<file path="src/rtl/regfile_writeback_arbiter_if.sv">
// Writeback bus bundle: ALU and load-unit result requests in, register-file
// write port and scoreboard out. The slave modport is the arbiter's view.
interface regfile_writeback_arbiter_if #(
    parameter int CNT_W = 3
);
    logic              alu_valid;
    logic              alu_ready;
    logic              alu_wide;
    logic [4:0]        alu_dest;
    logic [15:0]       alu_data;
    logic              mem_valid;
    logic              mem_ready;
    logic              mem_wide;
    logic [4:0]        mem_dest;
    logic [15:0]       mem_data;
    logic [1:0]        wr_en;
    logic [9:0]        wr_addr;
    logic [15:0]       wr_data;
    logic [31:0]       reg_busy;
    logic [CNT_W-1:0]  mem_fifo_count;

    modport slave (
        input  alu_valid, alu_wide, alu_dest, alu_data,
        input  mem_valid, mem_wide, mem_dest, mem_data,
        output alu_ready, mem_ready, wr_en, wr_addr, wr_data, reg_busy, mem_fifo_count
    );

    modport master (
        output alu_valid, alu_wide, alu_dest, alu_data,
        output mem_valid, mem_wide, mem_dest, mem_data,
        input  alu_ready, mem_ready, wr_en, wr_addr, wr_data, reg_busy, mem_fifo_count
    );
endinterface

</file>
<file path="src/rtl/regfile_writeback_arbiter.sv">
// Writeback arbiter: buffers load results, round-robins them against ALU
// results and drives the 2-lane register-file write port. WB_MERGE_EN enables
// pairing two narrow writes (ALU lane0, FIFO head lane1) into one cycle.
module regfile_writeback_arbiter #(
    parameter int MEM_FIFO_DEPTH = 4,
    parameter int CNT_W          = 3
) (
    input  logic                      clock,
    input  logic                      nreset,
    regfile_writeback_arbiter_if.slave bus
);
    localparam int AW = $clog2(MEM_FIFO_DEPTH);

    logic [MEM_FIFO_DEPTH-1:0]        fwide_q;
    logic [MEM_FIFO_DEPTH-1:0][4:0]   fdest_q;
    logic [MEM_FIFO_DEPTH-1:0][15:0]  fdata_q;
    logic [AW-1:0]                    rd_ptr_q, wr_ptr_q;
    logic [CNT_W-1:0]                 cnt_q, cnt_d;
    logic                             fifo_pref_q, fifo_pref_d;
    logic [1:0]                       wr_en_q, wr_en_d;
    logic [9:0]                       wr_addr_q, wr_addr_d;
    logic [15:0]                      wr_data_q, wr_data_d;

    logic        has_head, fifo_full, push, merge, conflict, fifo_wins;
    logic        gnt_alu, gnt_fifo;
    logic        head_wide;
    logic [4:0]  head_dest;
    logic [15:0] head_data;

    // Formats one source into {wr_en, wr_addr, wr_data}; wide writes pair dest with dest+1 mod 32.
    function automatic logic [27:0] fmt_write(input logic wide, input logic [4:0] dest,
                                              input logic [15:0] data);
        if (wide) return {2'b11, dest + 5'd1, dest, data};
        return {2'b01, 5'd0, dest, 8'h00, data[7:0]};
    endfunction

    assign head_wide = fwide_q[rd_ptr_q];
    assign head_dest = fdest_q[rd_ptr_q];
    assign head_data = fdata_q[rd_ptr_q];
    assign has_head  = (cnt_q != '0);
    assign fifo_full = (cnt_q == CNT_W'(MEM_FIFO_DEPTH));
    assign push      = bus.mem_valid & ~fifo_full;

`ifdef WB_MERGE_EN
    assign merge = bus.alu_valid & has_head & ~bus.alu_wide & ~head_wide &
                   (bus.alu_dest != head_dest);
`else
    assign merge = 1'b0;
`endif

    // A full FIFO overrides the round-robin so loads cannot back up indefinitely.
    assign conflict  = bus.alu_valid & has_head & ~merge;
    assign fifo_wins = fifo_full | fifo_pref_q;
    assign gnt_alu   = bus.alu_valid & (~has_head | merge | ~fifo_wins);
    assign gnt_fifo  = has_head & (~bus.alu_valid | merge | fifo_wins);
    assign fifo_pref_d = conflict ? gnt_alu : fifo_pref_q;
    assign cnt_d     = cnt_q + CNT_W'(push) - CNT_W'(gnt_fifo);

    assign bus.alu_ready      = gnt_alu;
    assign bus.mem_ready      = ~fifo_full;
    assign bus.mem_fifo_count = cnt_q;
    assign bus.wr_en          = wr_en_q;
    assign bus.wr_addr        = wr_addr_q;
    assign bus.wr_data        = wr_data_q;

    always_comb begin
        {wr_en_d, wr_addr_d, wr_data_d} = '0;
        if (merge) begin
            wr_en_d   = 2'b11;
            wr_addr_d = {head_dest, bus.alu_dest};
            wr_data_d = {head_data[7:0], bus.alu_data[7:0]};
        end else if (gnt_alu) begin
            {wr_en_d, wr_addr_d, wr_data_d} = fmt_write(bus.alu_wide, bus.alu_dest, bus.alu_data);
        end else if (gnt_fifo) begin
            {wr_en_d, wr_addr_d, wr_data_d} = fmt_write(head_wide, head_dest, head_data);
        end
    end

    always_comb begin
        bus.reg_busy = '0;
        if (wr_en_q[0]) bus.reg_busy[wr_addr_q[4:0]] = 1'b1;
        if (wr_en_q[1]) bus.reg_busy[wr_addr_q[9:5]] = 1'b1;
        for (int i = 0; i < MEM_FIFO_DEPTH; i++) begin
            if (CNT_W'(i) < cnt_q) begin
                bus.reg_busy[fdest_q[rd_ptr_q + AW'(i)]] = 1'b1;
                if (fwide_q[rd_ptr_q + AW'(i)])
                    bus.reg_busy[fdest_q[rd_ptr_q + AW'(i)] + 5'd1] = 1'b1;
            end
        end
    end

    always_ff @(posedge clock or negedge nreset) begin
        if (!nreset) begin
            rd_ptr_q    <= '0;
            wr_ptr_q    <= '0;
            cnt_q       <= '0;
            fifo_pref_q <= 1'b1;
            wr_en_q     <= '0;
            wr_addr_q   <= '0;
            wr_data_q   <= '0;
        end else begin
            if (push)     wr_ptr_q <= wr_ptr_q + AW'(1);
            if (gnt_fifo) rd_ptr_q <= rd_ptr_q + AW'(1);
            cnt_q       <= cnt_d;
            fifo_pref_q <= fifo_pref_d;
            wr_en_q     <= wr_en_d;
            wr_addr_q   <= wr_addr_d;
            wr_data_q   <= wr_data_d;
        end
    end

    // Storage needs no reset: occupancy alone decides which entries are live.
    always_ff @(posedge clock) begin
        if (push) begin
            fwide_q[wr_ptr_q] <= bus.mem_wide;
            fdest_q[wr_ptr_q] <= bus.mem_dest;
            fdata_q[wr_ptr_q] <= bus.mem_data;
        end
    end
endmodule

</file>
<file path="src/flat_wrapper.sv">
// flat-port wrapper written by rule: the top's interface ports become plain ports
module regfile_writeback_arbiter_flat 
#(
    parameter int MEM_FIFO_DEPTH = 4,
    parameter int CNT_W          = 3
)
  (clock, nreset, bus_alu_valid, bus_alu_wide, bus_alu_dest, bus_alu_data, bus_mem_valid, bus_mem_wide, bus_mem_dest, bus_mem_data, bus_alu_ready, bus_mem_ready, bus_wr_en, bus_wr_addr, bus_wr_data, bus_reg_busy, bus_mem_fifo_count);
  regfile_writeback_arbiter_if #(.CNT_W(CNT_W)) bus_i ();
  input  logic clock;
  input  logic nreset;
  input wire logic [$bits(bus_i.alu_valid)-1:0] bus_alu_valid;
  input wire logic [$bits(bus_i.alu_wide)-1:0] bus_alu_wide;
  input wire logic [$bits(bus_i.alu_dest)-1:0] bus_alu_dest;
  input wire logic [$bits(bus_i.alu_data)-1:0] bus_alu_data;
  input wire logic [$bits(bus_i.mem_valid)-1:0] bus_mem_valid;
  input wire logic [$bits(bus_i.mem_wide)-1:0] bus_mem_wide;
  input wire logic [$bits(bus_i.mem_dest)-1:0] bus_mem_dest;
  input wire logic [$bits(bus_i.mem_data)-1:0] bus_mem_data;
  output wire logic [$bits(bus_i.alu_ready)-1:0] bus_alu_ready;
  output wire logic [$bits(bus_i.mem_ready)-1:0] bus_mem_ready;
  output wire logic [$bits(bus_i.wr_en)-1:0] bus_wr_en;
  output wire logic [$bits(bus_i.wr_addr)-1:0] bus_wr_addr;
  output wire logic [$bits(bus_i.wr_data)-1:0] bus_wr_data;
  output wire logic [$bits(bus_i.reg_busy)-1:0] bus_reg_busy;
  output wire logic [$bits(bus_i.mem_fifo_count)-1:0] bus_mem_fifo_count;
  assign bus_i.alu_valid = bus_alu_valid;
  assign bus_i.alu_wide = bus_alu_wide;
  assign bus_i.alu_dest = bus_alu_dest;
  assign bus_i.alu_data = bus_alu_data;
  assign bus_i.mem_valid = bus_mem_valid;
  assign bus_i.mem_wide = bus_mem_wide;
  assign bus_i.mem_dest = bus_mem_dest;
  assign bus_i.mem_data = bus_mem_data;
  assign bus_alu_ready = bus_i.alu_ready;
  assign bus_mem_ready = bus_i.mem_ready;
  assign bus_wr_en = bus_i.wr_en;
  assign bus_wr_addr = bus_i.wr_addr;
  assign bus_wr_data = bus_i.wr_data;
  assign bus_reg_busy = bus_i.reg_busy;
  assign bus_mem_fifo_count = bus_i.mem_fifo_count;
  regfile_writeback_arbiter #(.MEM_FIFO_DEPTH(MEM_FIFO_DEPTH), .CNT_W(CNT_W)) u_core (.clock(clock), .nreset(nreset), .bus(bus_i));
endmodule
</file>
<file path="config.mk">
export PLATFORM = sky130hd
export DESIGN_NAME = regfile_writeback_arbiter_flat
export DESIGN_NICKNAME = d
export VERILOG_FILES = /design/src/rtl/regfile_writeback_arbiter_if.sv /design/src/rtl/regfile_writeback_arbiter.sv /design/src/flat_wrapper.sv
export SDC_FILE = /design/constraint.sdc
export NUM_CORES = 1
export LEC_CHECK = 0
export ABC_AREA = 1
export ABC_CLOCK_PERIOD_IN_PS = 3000
export CAP_MARGIN = 0
export CORE_UTILIZATION = 35
export CTS_CLUSTER_DIAMETER = 60
export DETAILED_ROUTE_END_ITERATION = 10
export PLACE_DENSITY = 0.57
export SYNTH_ARGS = -nofsm -noshare
export SYNTH_HDL_FRONTEND = slang
export SYNTH_SLANG_ARGS = --single-unit
</file>
<file path="constraint.sdc">
create_clock -name clock -period 3 [get_ports clock]
set_clock_uncertainty 0.05 [all_clocks]
set_input_delay 0.3 -clock clock [delete_from_list [all_inputs] [get_ports clock]]
set_output_delay 0.3 -clock clock [all_outputs]
set_load 0.01 [all_outputs]
</file>
# Word level (Yosys, flattened, before mapping)
# Cells that the tools add are included.
[classes]
n_addsub = 11
order_cmp = 30
n_eq_ne = 1
mux = 72
bitwise = 20
reduce_logical = 12
[ops]
columns = ["cell", "n"]
rows = [
  ["$mux 32", 10],
  ["$or 32x32->32", 9],
  ["$mux 28", 4],
  ["$bwmux 64", 1],
  ["$mux 16", 4],
  ["$lt 5x6->1 const B", 10],
  ["$demux 1 s5", 10],
  ["$ge 5x1->1 const B", 10],
  ["$bmux 5 s2", 4],
  ["$bmux 16 s2", 1],
  ["$demux 16 s2", 1],
  ["$add 5x1->5 const B", 5],
  ["$mux 5", 5],
  ["$bwmux 20", 1],
  ["$mux 1", 20],
  ["$mux 10", 2],
  ["$lt 2x3->1 const B", 5],
  ["$logic_and 1x1->1", 11],
  ["$demux 5 s2", 1],
  ["$bmux 1 s2", 4],
  ["$lt 1x3->1 const A", 2],
  ["$lt 2x3->1 const A", 2],
  ["$add 2x1->2 const B", 2],
  ["$add 2x2->2 const B", 2],
  ["11 further kinds", 20],
]
[totals]
regBits = 124
output_inout_bits = 65
elab_cells = 162

# Logic depth before layout (Yosys ltp)
[depth]
ltp_word = 23
depth_mapped = 18
ltp_nobuf = 16

# Least setup slack after synthesis
# No wires, ideal clock.
[synth_path]
path_kind = "register to output"
start = "register u_core.cnt_q[2] (netlist: u_core.bus.mem_fifo_count[2])"
end = "output bus_reg_busy[22]"
arrival_time_ns = 2.349
required_time_ns = 2.650
slack_ns = 0.301
path_stages_with_launch = 16
n_path_buf = 2
path_cell_list = "dfrtp_1 clkbuf_1 inv_1 clkbuf_1 ha_1 nand2_1 inv_2 nor2_1 inv_1 nor2_2 nand2_1 o21bai_1 a21oi_1 o21ai_0 nor2_1 nand2_1"
[synth_between]
elab_chain_len = 14
word_cells_on_any_way = 17
[synth_lines]
columns = ["item", "line_no", "source"]
rows = [
  ["start, declared", "regfile_writeback_arbiter.sv:18", "logic [CNT_W-1:0] cnt_q, cnt_d;"],
  ["start signal, assigned", "regfile_writeback_arbiter.sv:104", "cnt_q <= cnt_d;"],
  ["$lt 1x3->1", "regfile_writeback_arbiter.sv:84", "if (CNT_W'(i) < cnt_q) begin"],
  ["$mux 32", "regfile_writeback_arbiter.sv:84", ""],
  ["$or 32x32->32 (no source line) (2 in a row)", "--", ""],
  ["$mux 32", "regfile_writeback_arbiter.sv:86", "if (fwide_q[rd_ptr_q + AW'(i)])"],
  ["$mux 32", "regfile_writeback_arbiter.sv:84", ""],
  ["$or 32x32->32 (no source line) (2 in a row)", "--", ""],
  ["$mux 32", "regfile_writeback_arbiter.sv:86", ""],
  ["$mux 32", "regfile_writeback_arbiter.sv:84", ""],
  ["$or 32x32->32 (no source line) (2 in a row)", "--", ""],
  ["$mux 32", "regfile_writeback_arbiter.sv:86", ""],
  ["$mux 32 (*)", "regfile_writeback_arbiter.sv:84", ""],
  ["end, declared", "flat_wrapper.sv:24", "output wire logic [$bits(bus_i.reg_busy)-1:0] bus_reg_busy;"],
]
# Every way passes the cells marked *; elsewhere a longest branch is shown, timed or not.

# Worst setup path after layout
[layout_path]
start = "register u_core.rd_ptr_q[0]"
end = "output bus_reg_busy[28]"
[layout_between]
elab_chain_len = 22
word_cells_on_any_way = 79
[layout_lines]
columns = ["item", "line_no", "source"]
rows = [
  ["start, declared", "regfile_writeback_arbiter.sv:17", "logic [AW-1:0] rd_ptr_q, wr_ptr_q;"],
  ["start signal, assigned", "regfile_writeback_arbiter.sv:103", "if (gnt_fifo) rd_ptr_q <= rd_ptr_q + AW'(1);"],
  ["$bmux 5 s2", "regfile_writeback_arbiter.sv:85, regfile_writeback_arbiter.sv:87", ""],
  ["$mux 5 (not written as such)", "regfile_writeback_arbiter.sv:85, regfile_writeback_arbiter.sv:87", ""],
  ["$add 5x1->5, or another cell as far along", "regfile_writeback_arbiter.sv:87", "bus.reg_busy[fdest_q[rd_ptr_q + AW'(i)] + 5'd1] = 1'b1;"],
  ["$lt 5x6->1 (not written as such), or another cell as far along", "regfile_writeback_arbiter.sv:87", ""],
  ["$logic_and 1x1->1 (not written as such) / $mux 1 (equally long branches)", "regfile_writeback_arbiter.sv:87, regfile_writeback_arbiter.sv:85", ""],
  ["$mux 1 (not written as such) / $demux 1 s5 (equally long branches)", "--", ""],
  ["$demux 1 s5 / $or 32x32->32 (equally long branches)", "--", ""],
  ["$or 32x32->32 (no source line)", "--", ""],
  ["(+4 left out)", "--", ""],
  ["$mux 32", "regfile_writeback_arbiter.sv:86", ""],
  ["$mux 32", "regfile_writeback_arbiter.sv:84", ""],
  ["$or 32x32->32 (no source line) (2 in a row)", "--", ""],
  ["$mux 32", "regfile_writeback_arbiter.sv:86", ""],
  ["$mux 32", "regfile_writeback_arbiter.sv:84", ""],
  ["$or 32x32->32 (no source line) (2 in a row)", "--", ""],
  ["$mux 32", "regfile_writeback_arbiter.sv:86", ""],
  ["$mux 32 (*)", "regfile_writeback_arbiter.sv:84", ""],
]
# Every way passes the cells marked *; elsewhere a longest branch is shown, timed or not. The select of a mux whose other input is x is not followed.

==> flow_metrics.tcl <==
set metrics [dict create \
    grt_usage_pct 27.7 \
    initial_core_util_pct 36.0 \
    setup_violations 20 \
    cp-startpoint "u_core.rd_ptr_q[0]" \
    clock_path_buffers 2 \
    synth_compound_area_share_pct 15.7 \
    yosys_register_bits 124 \
    cts_tree "done" \
    synthTopCellsByCount "nand2_1, nand3_1, inv_1, nor2_1, edfxtp_1" \
    fill_cells 2283 \
    wirelength_mm 36.2 \
    clk_latency_ps 420 \
    port_buffers 112 \
    grt_pass1_wl_mm 54.5 \
    synth.distinct_cells 49 \
    synthMuxAreaShare_pct 0 \
    reg2reg_slack_ps 680 \
    ant_nets 0 \
    rsz0062_at_grt "true" \
    grt_pass1_vias 9668 \
    drc_errors 0 \
    status "complete, but fails checks" \
    r2r_cells 11 \
    hold_viol_final 0 \
    critPathLaunchType "register" \
    clkSinkCount 124 \
    r2r-end "u_core.bus.mem_fifo_count[2]" \
    num_vias 9973 \
    post-dp-hpwl_mm 26.8 \
    grt_start_max_net_pins 37 \
    fin_ws_ps -88.7 \
    layout-drive-gt1-share_pct 36.9 \
    async_flop_share_pct 29.0 \
    dpl.cell_count 1761 \
    path_class "register to output pin" \
    endpoint_kind "output pin" \
    numCtsBuffers 17 \
    min_path_type "input pin to register" \
    netlist_instances 1205 \
    worstMarginPinSlew_ps 878 \
    die_h_um 161 \
    synth_edf_count 88 \
    synth_seq_area_share_pct 40.2 \
    crit_end "bus_reg_busy[28]" \
    ys.flop_type "edfxtp_1" \
    period_share_pct 103 \
    synth_area_leaders "edfxtp_1, nand2_1, dfrtp_1, nand3_1, inv_1" \
    synth-simple-area-share_pct 34.2 \
    antenna_found_initial 0 \
    violations "setup timing" \
    core_area_mm2 0.0245 \
    area_growth_pct 55.5 \
    final_nets 1576 \
    die_w_um 161 \
    gp_congestion 1.01 \
    finalSetupTns_ps -809 \
    max-cap-violations 0 \
    drt_first_pass_iters 6 \
    synth.cell_area_mm2 0.00883 \
    die_area_mm2 0.0259 \
    grt_overflow 0 \
    drt_iter0_drc 679 \
    worstPathRequired_ps 2650 \
    synth_xor_area_share_pct 0.595 \
    synth_nets 1267 \
    routedWlPerCell_um 19.5 \
    avgSynthCellArea_um2 7.33 \
    fin_util_pct 56.0 \
    yosysTopAreaCell "edfxtp_1" \
    cts.clk_slew.worst_paths_ps 60 \
    finalCriticalPeriod_ps 3090 \
    path_max_fanout 7 \
    cts_max_level 4 \
    r2r-start "u_core.bus.mem_fifo_count[1]" \
    n_antenna_cell 0 \
    io_pins 113 \
    max_freq_mhz 324 \
    slew_headroom_pct 41.5 \
    synth_adder_area_share_pct 2.07 \
    root_buffer "clkbuf_16" \
    ys_warn_count 0 \
    final_cells 1851 \
    yosysMostFrequentCell "nand2_1" \
    synth_top_family_by_area "simple AND/OR/NAND/NOR gates" \
    fp-row-count 57 \
    slew_violations 0 \
    synth.top_cell.area_share_pct 29.9 \
    via_per_inst 5.39 \
    worstPathArrival_ps 2740 \
]
cell families after synthesis:
family	count (synthesis)
flip-flops	124
AND/OR/NAND/NOR	690
adder cells (fa/ha/maj)	14
AO/OA/AOI/OAI	222
buffers and inverters	149
XOR/XNOR	6
final cells by class:
type                            count  area [um2]  area share [%]
Multi-Input combinational cell    933        5890            42.9
Sequential cell                   124        3550            25.8
Timing Repair Buffer              325        2800            20.4
Inverter                          112         465            3.39
Clock buffer                       18         439            3.20
Tap cell                          324         405            2.95
Clock inverter                     14         170            1.24
Timing Repair inverter              1        8.76          0.0638
worst max-delay path, stage by stage (launching register included):
cell and delay, ps:
dfrtp_1 390, buf_12 180, inv_16 50, buf_16 130, buf_6 110, o21ai_4 240, o21ai_4 130, nand2_2 120
nor2_2 60, nand2_1 100, nor2_1 60, o21ai_2 210, nand3_2 140, nor2_2 140, nand2_1 80, buf_2 140
sequential cells by signal, indices dropped and copies added, names as in the netlist, 2 cells and up:
| name | flops |
|---|---|
| u_core.fdata_q | 64 |
| u_core.fdest_q | 20 |
| u_core.bus.wr_data | 16 |
| u_core.bus.wr_addr | 10 |
| u_core.fwide_q | 4 |
| u_core.bus.mem_fifo_count | 3 |
| u_core.bus.wr_en | 2 |
| u_core.rd_ptr_q | 2 |
| u_core.wr_ptr_q | 2 |
cell usage in the layout (no fill, tap or decap), types with 34 or more instances in the layout:
cell type / instances
buf_4: 177
clkdlybuf4s50_1: 79
dfrtp_1: 34
edfxtp_1: 88
inv_1: 86
nand2_1: 300
nand2_2: 76
nand2_4: 35
nand3_1: 73
nor2_1: 60
o21ai_1: 35
worst min-delay path by stage:
stage | start | slack (ps) | to | cells past startpoint
2_1_floorplan | nreset | -50 | u_core.bus.mem_fifo_count[0] | 0
3_3_place_gp | nreset | 410 | u_core.bus.wr_en[0] | 1
3_5_place_dp | nreset | 420 | u_core.bus.wr_en[0] | 1
4_1_cts | bus_alu_data[11] | 400 | u_core.bus.wr_data[11] | 3
5_1_grt | bus_alu_data[10] | 410 | u_core.bus.wr_data[10] | 3
6_report | bus_alu_data[8] | 410 | u_core.bus.wr_data[8] | 3
metal layers:
layer / share of wire (%) / global-route usage, %
met5: 0 / 0
met4: 5.3 / 15.3
met3: 5.5 / 3.85
met2: 49 / 47.3
met1: 40 / 33.8
metrics by stage:
stage | setup WS [ps] | instance area [um2] | hold WS [ps]
6_report | -88.7 | 13700 | 407
5_1_grt | -185 | 13700 | 411
4_1_cts | -40.3 | 12900 | 402
3_5_place_dp | -189 | 11400 | 420
3_3_place_gp | -158 | 11400 | 412
2_1_floorplan | 301 | 8830 | -45.6
timing repair:
action | 4_1_cts | 5_1_grt
hold buffers | 1 | 0
resized for setup | 344 | 168
gates cloned | 2 | 1
setup buffers | 41 | 14
setup endpoints to repair | 32 | 32
pin swaps | 96 | 95
endpoints found under the hold margin | 35 | 0
Power is left out: the tool's default activity adds up to more than one toggle a clock period on the data nets, which glitch-free logic cannot reach.
